<file path="src/rtl/qeciphy_error_collector.sv">
// Multi-source error collector: first-fatal latch, per-source sticky flags and
// saturating counters, plus a small event-log FIFO for the controller.
module qeciphy_error_collector #(
  parameter int NUM_SRC                     = 8,
  parameter int CODE_W                      = 4,
  parameter int CNT_W                       = 8,
  parameter int LOG_DEPTH                   = 4,
  parameter logic [NUM_SRC-1:0] FATAL_MASK  = 8'h07,
  localparam int SRC_W                      = (NUM_SRC > 1) ? $clog2(NUM_SRC) : 1
) (
  input  logic                        clk_i,
  input  logic                        rst_i,
  input  logic [NUM_SRC-1:0]          err_valid_i,
  input  logic [NUM_SRC*CODE_W-1:0]   err_code_i,
  input  logic                        clear_i,
  output logic                        fault_fatal_o,
  output logic [CODE_W-1:0]           ecode_o,
  output logic [SRC_W-1:0]            first_src_o,
  output logic                        warn_o,
  output logic [NUM_SRC-1:0]          sticky_o,
  output logic [NUM_SRC*CNT_W-1:0]    count_o,
  output logic                        log_valid_o,
  input  logic                        log_ready_i,
  output logic [SRC_W-1:0]            log_src_o,
  output logic [CODE_W-1:0]           log_code_o,
  output logic                        log_lost_o
);

  localparam int AW    = $clog2(LOG_DEPTH);
  localparam int PTR_W = AW + 1;

  logic [NUM_SRC-1:0] evt_q;
  logic [NUM_SRC-1:0] ev;
  logic [NUM_SRC-1:0] fev;
  logic [NUM_SRC-1:0] sticky_q;
  logic [CNT_W-1:0]   cnt_q [NUM_SRC];

  logic               fatal_q;
  logic [CODE_W-1:0]  ecode_q;
  logic [SRC_W-1:0]   first_src_q;
  logic               lost_q;

  logic [SRC_W-1:0]   ev_idx;
  logic [SRC_W-1:0]   fev_idx;
  logic [CODE_W-1:0]  ev_code;
  logic [CODE_W-1:0]  fev_code;
  logic               ev_any;
  logic               multi_ev;

  logic [PTR_W-1:0]   wr_ptr;
  logic [PTR_W-1:0]   rd_ptr;
  logic [SRC_W-1:0]   mem_src  [LOG_DEPTH];
  logic [CODE_W-1:0]  mem_code [LOG_DEPTH];
  logic               fifo_empty;
  logic               fifo_full;
  logic               pop;
  logic               push;
  logic               lost_now;

  // Priority encoder: index 0 wins, so scan downwards and let lower bits overwrite.
  function automatic logic [SRC_W-1:0] lowest_idx(input logic [NUM_SRC-1:0] v);
    lowest_idx = '0;
    for (int i = NUM_SRC - 1; i >= 0; i--) begin
      if (v[i]) lowest_idx = SRC_W'(i);
    end
  endfunction

  always_comb begin
    ev       = err_valid_i & ~evt_q;
    fev      = ev & FATAL_MASK;
    ev_any   = |ev;
    multi_ev = |(ev & (ev - NUM_SRC'(1)));
    ev_idx   = lowest_idx(ev);
    fev_idx  = lowest_idx(fev);
    ev_code  = err_code_i[ev_idx*CODE_W +: CODE_W];
    fev_code = err_code_i[fev_idx*CODE_W +: CODE_W];
  end

  // Full when the pointers differ only in the wrap bit.
  always_comb begin
    fifo_empty = (wr_ptr == rd_ptr);
    fifo_full  = (wr_ptr[AW] != rd_ptr[AW]) && (wr_ptr[AW-1:0] == rd_ptr[AW-1:0]);
    pop        = ~fifo_empty & log_ready_i;
    push       = ev_any & (~fifo_full | pop);
    lost_now   = multi_ev | (ev_any & fifo_full & ~pop);
  end

  always_ff @(posedge clk_i or posedge rst_i) begin
    if (rst_i) begin
      evt_q    <= '0;
      sticky_q <= '0;
      lost_q   <= 1'b0;
      for (int i = 0; i < NUM_SRC; i++) cnt_q[i] <= '0;
    end else begin
      evt_q    <= err_valid_i;
      sticky_q <= ev | (sticky_q & ~{NUM_SRC{clear_i}});
      lost_q   <= lost_now | (lost_q & ~clear_i);
      for (int i = 0; i < NUM_SRC; i++) begin
        if (clear_i) begin
          cnt_q[i] <= CNT_W'(ev[i]);
        end else if (ev[i] && (cnt_q[i] != {CNT_W{1'b1}})) begin
          cnt_q[i] <= cnt_q[i] + CNT_W'(1);
        end
      end
    end
  end

  // The first fatal event freezes source and code until the next reset.
  always_ff @(posedge clk_i or posedge rst_i) begin
    if (rst_i) begin
      fatal_q     <= 1'b0;
      ecode_q     <= '0;
      first_src_q <= '0;
    end else if (!fatal_q && (|fev)) begin
      fatal_q     <= 1'b1;
      ecode_q     <= fev_code;
      first_src_q <= fev_idx;
    end
  end

  always_ff @(posedge clk_i or posedge rst_i) begin
    if (rst_i) begin
      wr_ptr <= '0;
      rd_ptr <= '0;
      for (int i = 0; i < LOG_DEPTH; i++) begin
        mem_src[i]  <= '0;
        mem_code[i] <= '0;
      end
    end else begin
      if (push) begin
        mem_src[wr_ptr[AW-1:0]]  <= ev_idx;
        mem_code[wr_ptr[AW-1:0]] <= ev_code;
        wr_ptr                   <= wr_ptr + PTR_W'(1);
      end
      if (pop) begin
        rd_ptr <= rd_ptr + PTR_W'(1);
      end
    end
  end

  always_comb begin
    count_o = '0;
    for (int i = 0; i < NUM_SRC; i++) begin
      count_o[i*CNT_W +: CNT_W] = cnt_q[i];
    end
  end

  assign fault_fatal_o = fatal_q;
  assign ecode_o       = ecode_q;
  assign first_src_o   = first_src_q;
  assign sticky_o      = sticky_q;
  assign warn_o        = |(sticky_q & ~FATAL_MASK);
  assign log_valid_o   = ~fifo_empty;
  assign log_src_o     = mem_src[rd_ptr[AW-1:0]];
  assign log_code_o    = mem_code[rd_ptr[AW-1:0]];
  assign log_lost_o    = lost_q;

endmodule

</file>
<file path="config.mk">
export PLATFORM = sky130hd
export DESIGN_NAME = qeciphy_error_collector
export DESIGN_NICKNAME = d
export VERILOG_FILES = /design/src/rtl/qeciphy_error_collector.sv
export SDC_FILE = /design/constraint.sdc
export NUM_CORES = 1
export LEC_CHECK = 0
export BUFFER_PORTS_ARGS = -buffer_cell sky130_fd_sc_hd__buf_2
export CORE_MARGIN = 3
export CORE_UTILIZATION = 50
export CTS_CLUSTER_SIZE = 40
export DETAILED_ROUTE_END_ITERATION = 10
export PLACE_DENSITY = 0.76
export REMOVE_ABC_BUFFERS = 1
export SYNTH_ARGS = -nofsm -noshare
export SYNTH_HDL_FRONTEND = slang
export SYNTH_SLANG_ARGS = --single-unit
export TNS_END_PERCENT = 50
</file>
<file path="constraint.sdc">
create_clock -name clk_i -period 6.5 [get_ports clk_i]
set_input_delay 1.95 -clock clk_i [delete_from_list [all_inputs] [get_ports clk_i]]
set_output_delay 1.95 -clock clk_i [all_outputs]
set_load 0.1 [all_outputs]
</file>
==> impl_metrics.env, run 1 <==
export IMPL_track_usage_pct=23.84
export IMPL_cts_htree_levels=4
export IMPL_synthAdderAreaFrac_pct=2.820
export IMPL_rows=39
export IMPL_fin_crit_ns=4.046
export IMPL_avgSynthCellArea_sq_um=9.955
export IMPL_cts_hold_buf=0
export IMPL_synth_area_sq_mm=0.006122
export IMPL_power_leakage_uw=0.003557
export IMPL_synth_top_family_by_area="simple AND/OR/NAND/NOR gates"
export IMPL_relSlewSlack_pct=31.95
export IMPL_pin_count=134
export IMPL_synth_distinct_cells=52
export IMPL_die_w_um=116.7
export IMPL_vias_per_cell=5.763
export IMPL_critPathKind="in -> reg"
export IMPL_grt_ovfl_total=0
export IMPL_hold_viol_final=0
export IMPL_skew_ns=0.006902
export IMPL_vias=5181
export IMPL_grt_pass1_wl_um=25140
export IMPL_cts_root_buffer="clkbuf_16"
export IMPL_clock_path_buffers=2
export IMPL_ir_drop_uv=204.2
export IMPL_numCtsBuffers=17
export IMPL_final_common_cell="buf_2"
export IMPL_drc=0
export IMPL_cts_tree="done"
export IMPL_drtIter0Drc=278
export IMPL_synth_area_top_cells="dfrtp_1, xor2_1, nor2_1"
export IMPL_async_reset_ff_share_pct=100.0
export IMPL_drt_total_wl_um=15470
export IMPL_antennaDiodeCount=0
export IMPL_max_cap_violations=0
export IMPL_final_layout_size_suffix_gt1_share_pct=25.40
export IMPL_cellPowerDensity_mw_per_mm2=407.9
export IMPL_syn_to_final_growth_pct=22.44
export IMPL_critPathMaxFanout=18
export IMPL_ys_ff_latch=122
export IMPL_start_util_pct=52.28
export IMPL_status="finished clean"
export IMPL_gp_congestion=0.8785
export IMPL_grt_pass1_vias=5144
export IMPL_max_freq_mhz=247.2
export IMPL_cp_required_ns=6.78
export IMPL_yosys_area_top_type="dfrtp_1"
export IMPL_min_path_type="reg -> reg"
export IMPL_post_dp_hpwl_um=10910
export IMPL_antenna_found_initial=0
export IMPL_synth_top_area_share_pct=49.87
export IMPL_synth_compound_area_share_pct=12.06
export IMPL_rsz0062_at_grt="no"
export IMPL_synth_simple_area_share_pct=19.31
export IMPL_grt_max_degree=81
export IMPL_drv_slew=0
export IMPL_postCtsSetupRepairBufs=0
export IMPL_cts_clk_slew_worst_paths_ns=0.05
export IMPL_io_buffer_count=132
export IMPL_synth_edff_count=0
export IMPL_clk_latency_ns=0.41
export IMPL_synthCells=615
export IMPL_fp_coreArea_sq_mm=0.01171
export IMPL_synth_xor_area_share_pct=6.724
export IMPL_cp_end_kind="flop"
export IMPL_ys_seq_area_share_pct=49.87
export IMPL_synthMuxAreaShare_pct=5.539
export IMPL_setup_tns_ns=0
export IMPL_antenna_left=0
export IMPL_power_total_uw=3058
export IMPL_setup_viol=0
export IMPL_arrival_ns=4.33
export IMPL_wire_per_inst_um=17.20
export IMPL_dieArea_sq_mm=0.01361
export IMPL_firstDrtPassIters=5
export IMPL_die_h_um=116.7
export IMPL_cts_resized=0
export IMPL_worst_slew_pin_slew_ns=1.013
export IMPL_worstSetupStartpointType="input port"
export IMPL_final_cell_mix="buf_2, dfrtp_1, nor2_1, nand2_1, o21ai_0"
export IMPL_synthFlopType="dfrtp_1"
export IMPL_yosysWarnings=0
export IMPL_clock_sinks=122
export IMPL_timing_final_crit_share_pct=62.25
export IMPL_nets=800
[routing by layer]
metal / share of wire, % / vias to the layer above / routed length (um) / global-route usage [%]
li1: - / 2427 / - / -
met1: 40 / 2498 / 6257 / 30.13
met5: 0 / - / 0 / 0
met3: 8.7 / 32 / 1343 / 8.031
met4: 1.9 / 0 / 290 / 7.187
met2: 49 / 224 / 7575 / 39.17
[registers in the layout, summed over array words and instances, names as in the netlist]
signal         count
count_o           64
mem_code          16
mem_src           12
evt_q              8
sticky_o           8
ecode_o            4
rd_ptr             3
wr_ptr             3
first_src_o        2
fault_fatal_o      1
log_lost_o         1
[logic make-up (layout without fill, tap and decap cells)]
logic type | count (synthesis) | count (layout)
simple gates | 238 | 238
compound gates | 123 | 123
flops | 122 | 122
xor+xnor | 47 | 47
buf+inv | 46 | 187
mux | 24 | 24
fa+ha+maj | 14 | 14
other cells | 1 | 1
[cell usage after synthesis, types with 2 or more instances]
| cell | n |
|---|---|
| nand4_1 | 20 |
| nand2_1 | 61 |
| nor2b_1 | 3 |
| and3_1 | 7 |
| buf_4 | 7 |
| a21oi_1 | 18 |
| a22oi_1 | 5 |
| and4_1 | 4 |
| buf_6 | 2 |
| nor4_4 | 2 |
| buf_2 | 6 |
| nand2b_1 | 15 |
| a32oi_1 | 5 |
| and2b_2 | 2 |
| mux2i_1 | 8 |
| o31ai_1 | 4 |
| mux2_2 | 9 |
| o21ai_0 | 48 |
| ha_1 | 13 |
| a41oi_2 | 2 |
| nor3_1 | 12 |
| clkbuf_1 | 11 |
| nand3_1 | 31 |
| o22ai_1 | 4 |
| dfrtp_1 | 122 |
| mux4_2 | 7 |
| nor2_1 | 67 |
| inv_1 | 20 |
| o211ai_1 | 2 |
| o31a_1 | 3 |
| a31oi_1 | 5 |
| or3_1 | 7 |
| o21ai_1 | 19 |
| xor2_1 | 34 |
| xnor2_1 | 13 |
[final timing paths]
path / depth (start not counted) / from / slack, ns / to
worst min register to register: 2 / mem_code[3] / 0.48 / mem_code[3]
worst max register to register: 5 / evt_q[1] / 3.76 / mem_src[7]
max in group asynchronous: 3 / rst_i / 3.62 / sticky_o[7]
min in group asynchronous: 2 / rst_i / 1.75 / count_o[57]
worst min-delay path: 2 / mem_code[3] / 0.48 / mem_code[3]
worst max-delay path: 6 / err_valid_i[1] / 2.45 / mem_src[7]
[through the flow]
stage	hold slack, ns	setup slack (ns)	instances	utilization [%]	area, sq um
finish	0.4795	2.454	899	64.01	7496
global route	0.5092	2.226	899	64.01	7496
CTS	0.4816	2.480	899	64.01	7496
global placement	0.4612	2.213	867	58.41	6840
floorplan	0.4446	1.307	589	-	5976
detailed placement	0.4694	2.097	867	58.41	6840
[where the power goes]
part | leakage [uW] | switching, uW | internal (uW)
clock network | 0.000321 | 316 | 720
registers | 0.00158 | 109 | 885
logic | 0.00165 | 775 | 253
total | 0.00356 | 1200 | 1860
[cell type report]
class / instances / area (sq um)
Clock inverter: 7 / 160.2
Tap cell: 143 / 178.9
Clock buffer: 25 / 495.5
Multi-Input combinational cell: 447 / 2848
Inverter: 20 / 77.57
Sequential cell: 122 / 3053
Fill cell: 944 / 4215
Timing Repair Buffer: 135 / 683.2
[critical path, cell delays in order]
cell	delay [ns]
buf_2	0.12
and2b_1	0.25
nor4_4	0.90
a21oi_2	0.26
nand2_1	0.44
mux2_2	0.40
Power figures use the tool's default switching activity.
==> run 2: changes to the inputs <==
--- a/config.mk
+++ b/config.mk
@@ -5,12 +5,13 @@
 export SDC_FILE = /design/constraint.sdc
 export NUM_CORES = 1
 export LEC_CHECK = 0
+export ABC_AREA = 1
 export BUFFER_PORTS_ARGS = -buffer_cell sky130_fd_sc_hd__buf_2
 export CORE_MARGIN = 3
 export CORE_UTILIZATION = 50
 export CTS_CLUSTER_SIZE = 40
 export DETAILED_ROUTE_END_ITERATION = 10
-export PLACE_DENSITY = 0.76
+export PLACE_DENSITY = 0.79
 export REMOVE_ABC_BUFFERS = 1
 export SYNTH_ARGS = -nofsm -noshare
 export SYNTH_HDL_FRONTEND = slang
==> constraint.sdc (replaced) <==
create_clock -name clk_i -period 3.25 [get_ports clk_i]
set_input_delay 0.975 -clock clk_i [delete_from_list [all_inputs] [get_ports clk_i]]
set_output_delay 0.975 -clock clk_i [all_outputs]
set_load 0.1 [all_outputs]
==> impl_metrics.env, run 2 <==
export IMPL_rr_startpoint="rd_ptr[1]"
export IMPL_synthFlopType="dfrtp_1"
export IMPL_arrival_ns=2.07
export IMPL_numCtsBuffers=17
export IMPL_r2r_setup_slack_ns=0.99
export IMPL_r2r_cells=10
export IMPL_firstDrtPassIters=5
export IMPL_vias=5911
export IMPL_top_layer_used="met4"
export IMPL_rows=40
export IMPL_async_reset_ff_share_pct=100.0
export IMPL_synth_area_top_cells="dfrtp_1, nand2_1, inv_1"
export IMPL_ys_top_cells_by_count="nand2_1, inv_1, dfrtp_1"
export IMPL_io_buffer_count=132
export IMPL_nFillCells=1119
export IMPL_post_dp_hpwl_um=11420
export IMPL_antenna_left=0
export IMPL_setup_viol=0
export IMPL_min_delay_start="mem_code[10]"
export IMPL_critPathMaxFanout=10
export IMPL_syn_to_final_growth_pct=23.23
export IMPL_ys_ff_latch=122
export IMPL_track_usage_pct=23.17
export IMPL_cts_resized=0
export IMPL_yosysWarnings=0
export IMPL_yosysMostFrequentCell="nand2_1"
export IMPL_ir_drop_uv=516.9
export IMPL_wire_per_inst_um=14.24
export IMPL_wirelength_met1_um=6914
export IMPL_dr_wl_met2_um=7899
export IMPL_rsz0062_at_grt="no"
export IMPL_synthCells=806
export IMPL_setup_tns_ns=0
export IMPL_cts_root_buffer="clkbuf_16"
export IMPL_pin_count=134
export IMPL_drt_total_wl_um=16060
export IMPL_grt_ovfl_total=0
export IMPL_cp_end_kind="primary output"
export IMPL_fin_crit_ns=3.045
export IMPL_grt_pass1_vias=5525
export IMPL_timing_final_crit_share_pct=93.69
export IMPL_power_total_uw=6081
export IMPL_yosys_area_top_type="dfrtp_1"
export IMPL_worstSetupStartpointType="flop"
export IMPL_critPathKind="reg -> out"
export IMPL_multi_input_area_sq_mm=0.002798
export IMPL_power_leakage_uw=0.004196
export IMPL_die_w_um=119.5
export IMPL_ys_seq_area_share_pct=47.40
export IMPL_drc=0
export IMPL_cts_clk_slew_worst_paths_ns=0.05
export IMPL_min_path_type="reg -> reg"
export IMPL_synth_distinct_cells=41
export IMPL_final_common_cell="nand2_1"
export IMPL_nets=1004
export IMPL_hold_viol_final=0
export IMPL_clock_path_buffers=2
export IMPL_drtIter0Drc=419
export IMPL_largest_reg_flops=64
export IMPL_synth_edff_count=0
export IMPL_avgSynthCellArea_sq_um=7.992
export IMPL_drv_slew=0
export IMPL_dieArea_sq_mm=0.01428
export IMPL_fp_coreArea_sq_mm=0.01231
export IMPL_gp_congestion=0.8784
export IMPL_max_cap_violations=0
export IMPL_worst_slew_pin_slew_ns=0.5262
export IMPL_cp_required_ns=2.27
export IMPL_synth_area_sq_mm=0.006441
export IMPL_rr_endpoint="mem_code[1]"
export IMPL_max_freq_mhz=328.4
export IMPL_seq_area_sq_mm=0.003053
export IMPL_status="finished clean"
export IMPL_final_layout_size_suffix_gt1_share_pct=22.50
export IMPL_clk_latency_ns=0.41
export IMPL_cellPowerDensity_mw_per_mm2=766.1
export IMPL_die_h_um=119.5
export IMPL_skew_ns=0.006628
export IMPL_cts_htree_levels=4
export IMPL_grt_pass1_wl_um=26680
export IMPL_final_cell_mix="nand2_1, buf_2, inv_1, dfrtp_1, nand3_1"
export IMPL_relSlewSlack_pct=64.92
export IMPL_antenna_found_initial=0
export IMPL_synth_top_area_share_pct=47.40
export IMPL_whs_path_depth=2
export IMPL_antennaDiodeCount=0
export IMPL_vias_per_cell=5.240
export IMPL_min_to="mem_code[10]"
export IMPL_grt_max_degree=74
export IMPL_cts_tree="done"
export IMPL_wl_met3_um=1011
export IMPL_clock_sinks=122
export IMPL_start_util_pct=52.32
export IMPL_postCtsSetupRepairBufs=0
export IMPL_cts_hold_buf=0
## run 2: changes by cell type in the layout (fill, tap and decap cells not counted), moves of 25 or more
cell	before	now
nand3_1	31	75
xor2_1	34	5
nor2_1	67	40
a21oi_1	18	43
nand2_1	61	180
inv_1	19	123
## run 2: cells by family (layout without fill, tap and decap cells)
| group | count (synthesis) | in the layout | synth area share (%) |
|---|---|---|---|
| other | 1 | 1 | 0.05822 |
| adder cells (fa/ha/maj) | 13 | 13 | 2.525 |
| AO/OA/AOI/OAI | 154 | 154 | 13.87 |
| buffers and inverters | 150 | 304 | 9.169 |
| XOR/XNOR | 8 | 8 | 1.088 |
| flip-flops | 122 | 122 | 47.40 |
| multiplexers | 3 | 3 | 0.5244 |
| AND/OR/NAND/NOR | 355 | 355 | 25.37 |
## run 2: metrics by stage
| step | setup WS, ns | cells | util, % | hold slack, ns | area, sq um |
|---|---|---|---|---|---|
| 2_1_floorplan | -0.9675 | 786 | - | 0.4437 | 6339 |
| 3_3_place_gp | 0.4632 | 1096 | 59.39 | 0.4607 | 7312 |
| 3_5_place_dp | 0.4164 | 1096 | 59.39 | 0.4605 | 7312 |
| 4_1_cts | 0.2011 | 1128 | 64.47 | 0.4757 | 7938 |
| 5_1_grt | 0.1591 | 1128 | 64.47 | 0.4924 | 7938 |
| 6_report | 0.2050 | 1128 | 64.47 | 0.4759 | 7938 |
## run 2: worst max-delay path by stage
| stage | start | endpoint | slack, ns | cells after the start |
|---|---|---|---|---|
| after floorplan | rst_i | count_o[0] | -0.97 | 1 |
| after detailed placement | err_valid_i[0] | mem_code[13] | 0.42 | 13 |
| after CTS | rd_ptr[1] | log_code_o[1] | 0.20 | 4 |
| final | rd_ptr[1] | log_code_o[1] | 0.20 | 4 |
| after global placement | err_valid_i[0] | mem_code[0] | 0.46 | 13 |
| after global routing | rd_ptr[1] | log_code_o[1] | 0.16 | 4 |
## run 2: power breakdown
| part | internal, uW | switching (uW) | leakage, uW |
|---|---|---|---|
| Combinational | 472 | 1720 | 0.00229 |
| Sequential | 1760 | 162 | 0.00159 |
| Clock | 1320 | 645 | 0.000313 |
## run 2: layout make-up
class                   instances  share of cell area (%)
flip-flops and latches        122                   38.46
multi-input cells             534                   35.25
repair buffers                142                   9.584
clock buffers                  25                   6.494
inverters                     130                   6.179
well taps                     168                   2.648
clock inverters                 7                   1.387
## run 2: critical path, stage by stage, from the launching register on
cell and delay, ns:
dfrtp_1 0.50, inv_1 0.30, o21ai_0 0.14, o22ai_1 0.22, buf_2 0.48
## run 2: metal layers
layer	vias up	global-route usage (%)
met5	-	0
met4	0	6.729
met3	25	6.079
met2	179	38.49
met1	2767	30.02
li1	2940	-
==> run 3: changes to the inputs <==
--- a/config.mk
+++ b/config.mk
@@ -11,8 +11,7 @@
 export CORE_UTILIZATION = 50
 export CTS_CLUSTER_SIZE = 40
 export DETAILED_ROUTE_END_ITERATION = 10
-export PLACE_DENSITY = 0.79
-export REMOVE_ABC_BUFFERS = 1
+export PLACE_DENSITY = 0.76
 export SYNTH_ARGS = -nofsm -noshare
 export SYNTH_HDL_FRONTEND = slang
 export SYNTH_SLANG_ARGS = --single-unit
==> constraint.sdc (replaced) <==
create_clock -name clk_i -period 3.4 [get_ports clk_i]
set_input_delay 1.02 -clock clk_i [delete_from_list [all_inputs] [get_ports clk_i]]
set_output_delay 1.02 -clock clk_i [all_outputs]
set_load 0.1 [all_outputs]
==> impl_metrics.env, run 3 (synthesis gave the netlist of run 2 again) <==
export IMPL_status="finished clean"
export IMPL_whs_path_depth=2
export IMPL_grt_pass1_wl_um=27970
export IMPL_nets=1009
export IMPL_antennaDiodeCount=0
export IMPL_slowest_delay_ns=0.51
export IMPL_grt_pass1_vias=5758
export IMPL_setup_tns_ns=0
export IMPL_placed_area_sq_mm=0.007363
export IMPL_rr_startpoint="evt_q[5]"
export IMPL_worstSetupStartpointType="flop"
export IMPL_start_util_pct=52.32
export IMPL_crit_buf_inv=2
export IMPL_max_cap_violations=0
export IMPL_worst_slew_pin_slew_ns=0.8717
export IMPL_pin_count=134
export IMPL_grt_max_degree=38
export IMPL_rows=40
export IMPL_postCtsSetupRepairBufs=0
export IMPL_min_to="mem_code[7]"
export IMPL_min_path_type="reg -> reg"
export IMPL_cts_hold_buf=0
export IMPL_vias_per_cell=5.328
export IMPL_cts_clk_slew_worst_paths_ns=0.06
export IMPL_syn_to_final_growth_pct=22.42
export IMPL_worst_path_most_repeated_cell="nand2_1"
export IMPL_rr_endpoint="mem_code[2]"
export IMPL_power_leakage_uw=0.004160
export IMPL_drc=0
export IMPL_arrival_ns=2.02
export IMPL_antenna_left=0
export IMPL_final_layout_size_suffix_gt1_share_pct=22.74
export IMPL_vias=6026
export IMPL_cp_required_ns=2.38
export IMPL_fin_area_sq_mm=0.007885
export IMPL_r2r_setup_slack_ns=1.22
export IMPL_cts_root_buffer="clkbuf_16"
export IMPL_clk_latency_ns=0.42
export IMPL_cp_top_family="buffers and inverters"
export IMPL_placed_cells_incl_taps=1101
export IMPL_timing_final_crit_share_pct=89.49
export IMPL_die_h_um=119.5
export IMPL_largest_reg_flops=64
export IMPL_min_delay_start="mem_code[7]"
export IMPL_max_freq_mhz=328.6
export IMPL_firstDrtPassIters=5
export IMPL_io_buffer_count=132
export IMPL_antenna_found_initial=1
export IMPL_grt_ovfl_total=0
export IMPL_relSlewSlack_pct=41.76
export IMPL_cts_resized=0
export IMPL_setup_viol=0
export IMPL_cts_tree="done"
export IMPL_final_common_cell="nand2_1"
export IMPL_track_usage_pct=24.22
export IMPL_drt_total_wl_um=16780
export IMPL_slowest_stage="dfrtp_1"
export IMPL_fp_coreArea_sq_mm=0.01231
export IMPL_drtIter0Drc=565
export IMPL_nFillCells=1073
export IMPL_ir_drop_uv=598.0
export IMPL_die_w_um=119.5
export IMPL_wire_per_inst_um=14.83
export IMPL_fin_crit_ns=3.043
export IMPL_cp_end_kind="primary output"
export IMPL_clock_path_buffers=2
export IMPL_clock_sinks=122
export IMPL_critPathMaxFanout=10
export IMPL_rsz0062_at_grt="no"
export IMPL_drv_slew=0
export IMPL_r2r_cells=12
export IMPL_stdcell_count=1131
export IMPL_final_cell_mix="nand2_1, buf_2, inv_1, dfrtp_1, nand3_1"
export IMPL_syn_num_nets=863
export IMPL_dieArea_sq_mm=0.01428
export IMPL_skew_ns=0.01286
export IMPL_cp_cell_sequence="inv_1 -> nand2_1 -> a21oi_1 -> nand2_1 -> buf_2"
export IMPL_cellPowerDensity_mw_per_mm2=703.0
export IMPL_hold_viol_final=0
export IMPL_critPathKind="reg -> out"
export IMPL_post_dp_hpwl_um=11970
export IMPL_gp_congestion=0.9050
export IMPL_numCtsBuffers=17
export IMPL_cts_htree_levels=4
[run 3: changes by cell type in the layout (fill, tap and decap cells not counted), sizes merged]
cell | previous run | this run
clkinv | 4 | 5
clkbuf | 25 | 22
bufinv | 3 | 0
buf | 142 | 147
inv | 130 | 129
clkinvlp | 0 | 4
[run 3: how the worst max path moves through the flow]
stage / cells past startpoint / start / slack (ns) / endpoint
detailed placement: 12 / err_valid_i[2] / 0.52 / mem_code[2]
finish: 5 / rd_ptr[1] / 0.36 / log_valid_o
global placement: 12 / err_valid_i[2] / 0.62 / mem_code[2]
CTS: 4 / rd_ptr[1] / 0.34 / log_code_o[1]
floorplan: 4 / rd_ptr[0] / -0.04 / log_code_o[1]
global route: 5 / rd_ptr[1] / 0.16 / log_valid_o
[run 3: report_power, final]
group	total (uW)	switching, uW	internal, uW
combinational	2110	1640	462
sequential	1850	163	1690
clock	1590	618	971
[run 3: worst min-delay path: stages, from the launching register on]
cell and delay (ns):
dfrtp_1 0.34, nand2_1 0.05, nand2_1 0.05
[run 3: per-layer routing]
metal | track usage [%] | share of wire, %
met5 | 0 | 0.077
met2 | 37.01 | 46
met4 | 10.67 | 2.9
met1 | 32.93 | 44
met3 | 5.938 | 6.4
[run 3: cell type report]
type	count	area, sq um	area share [%]
Multi-Input combinational cell	534	2798	35.48
Clock buffer	22	474.2	6.014
Clock inverter	8	47.55	0.6030
Tap cell	168	210.2	2.666
Sequential cell	122	3053	38.72
Timing Repair Buffer	147	810.8	10.28
Inverter	130	491.7	6.236
[run 3: through the flow]
stage / setup slack, ns / utilization, % / total power, uW / hold slack [ns]
finish: 0.3572 / 64.04 / 5543 / 0.4758
global route: 0.1555 / 64.04 / 5845 / 0.5007
CTS: 0.3385 / 64.04 / 5564 / 0.4772
detailed placement: 0.5169 / 59.81 / 3960 / 0.4623
global placement: 0.6198 / 59.81 / 3933 / 0.4604
floorplan: -0.04020 / - / 3527 / 0.4437
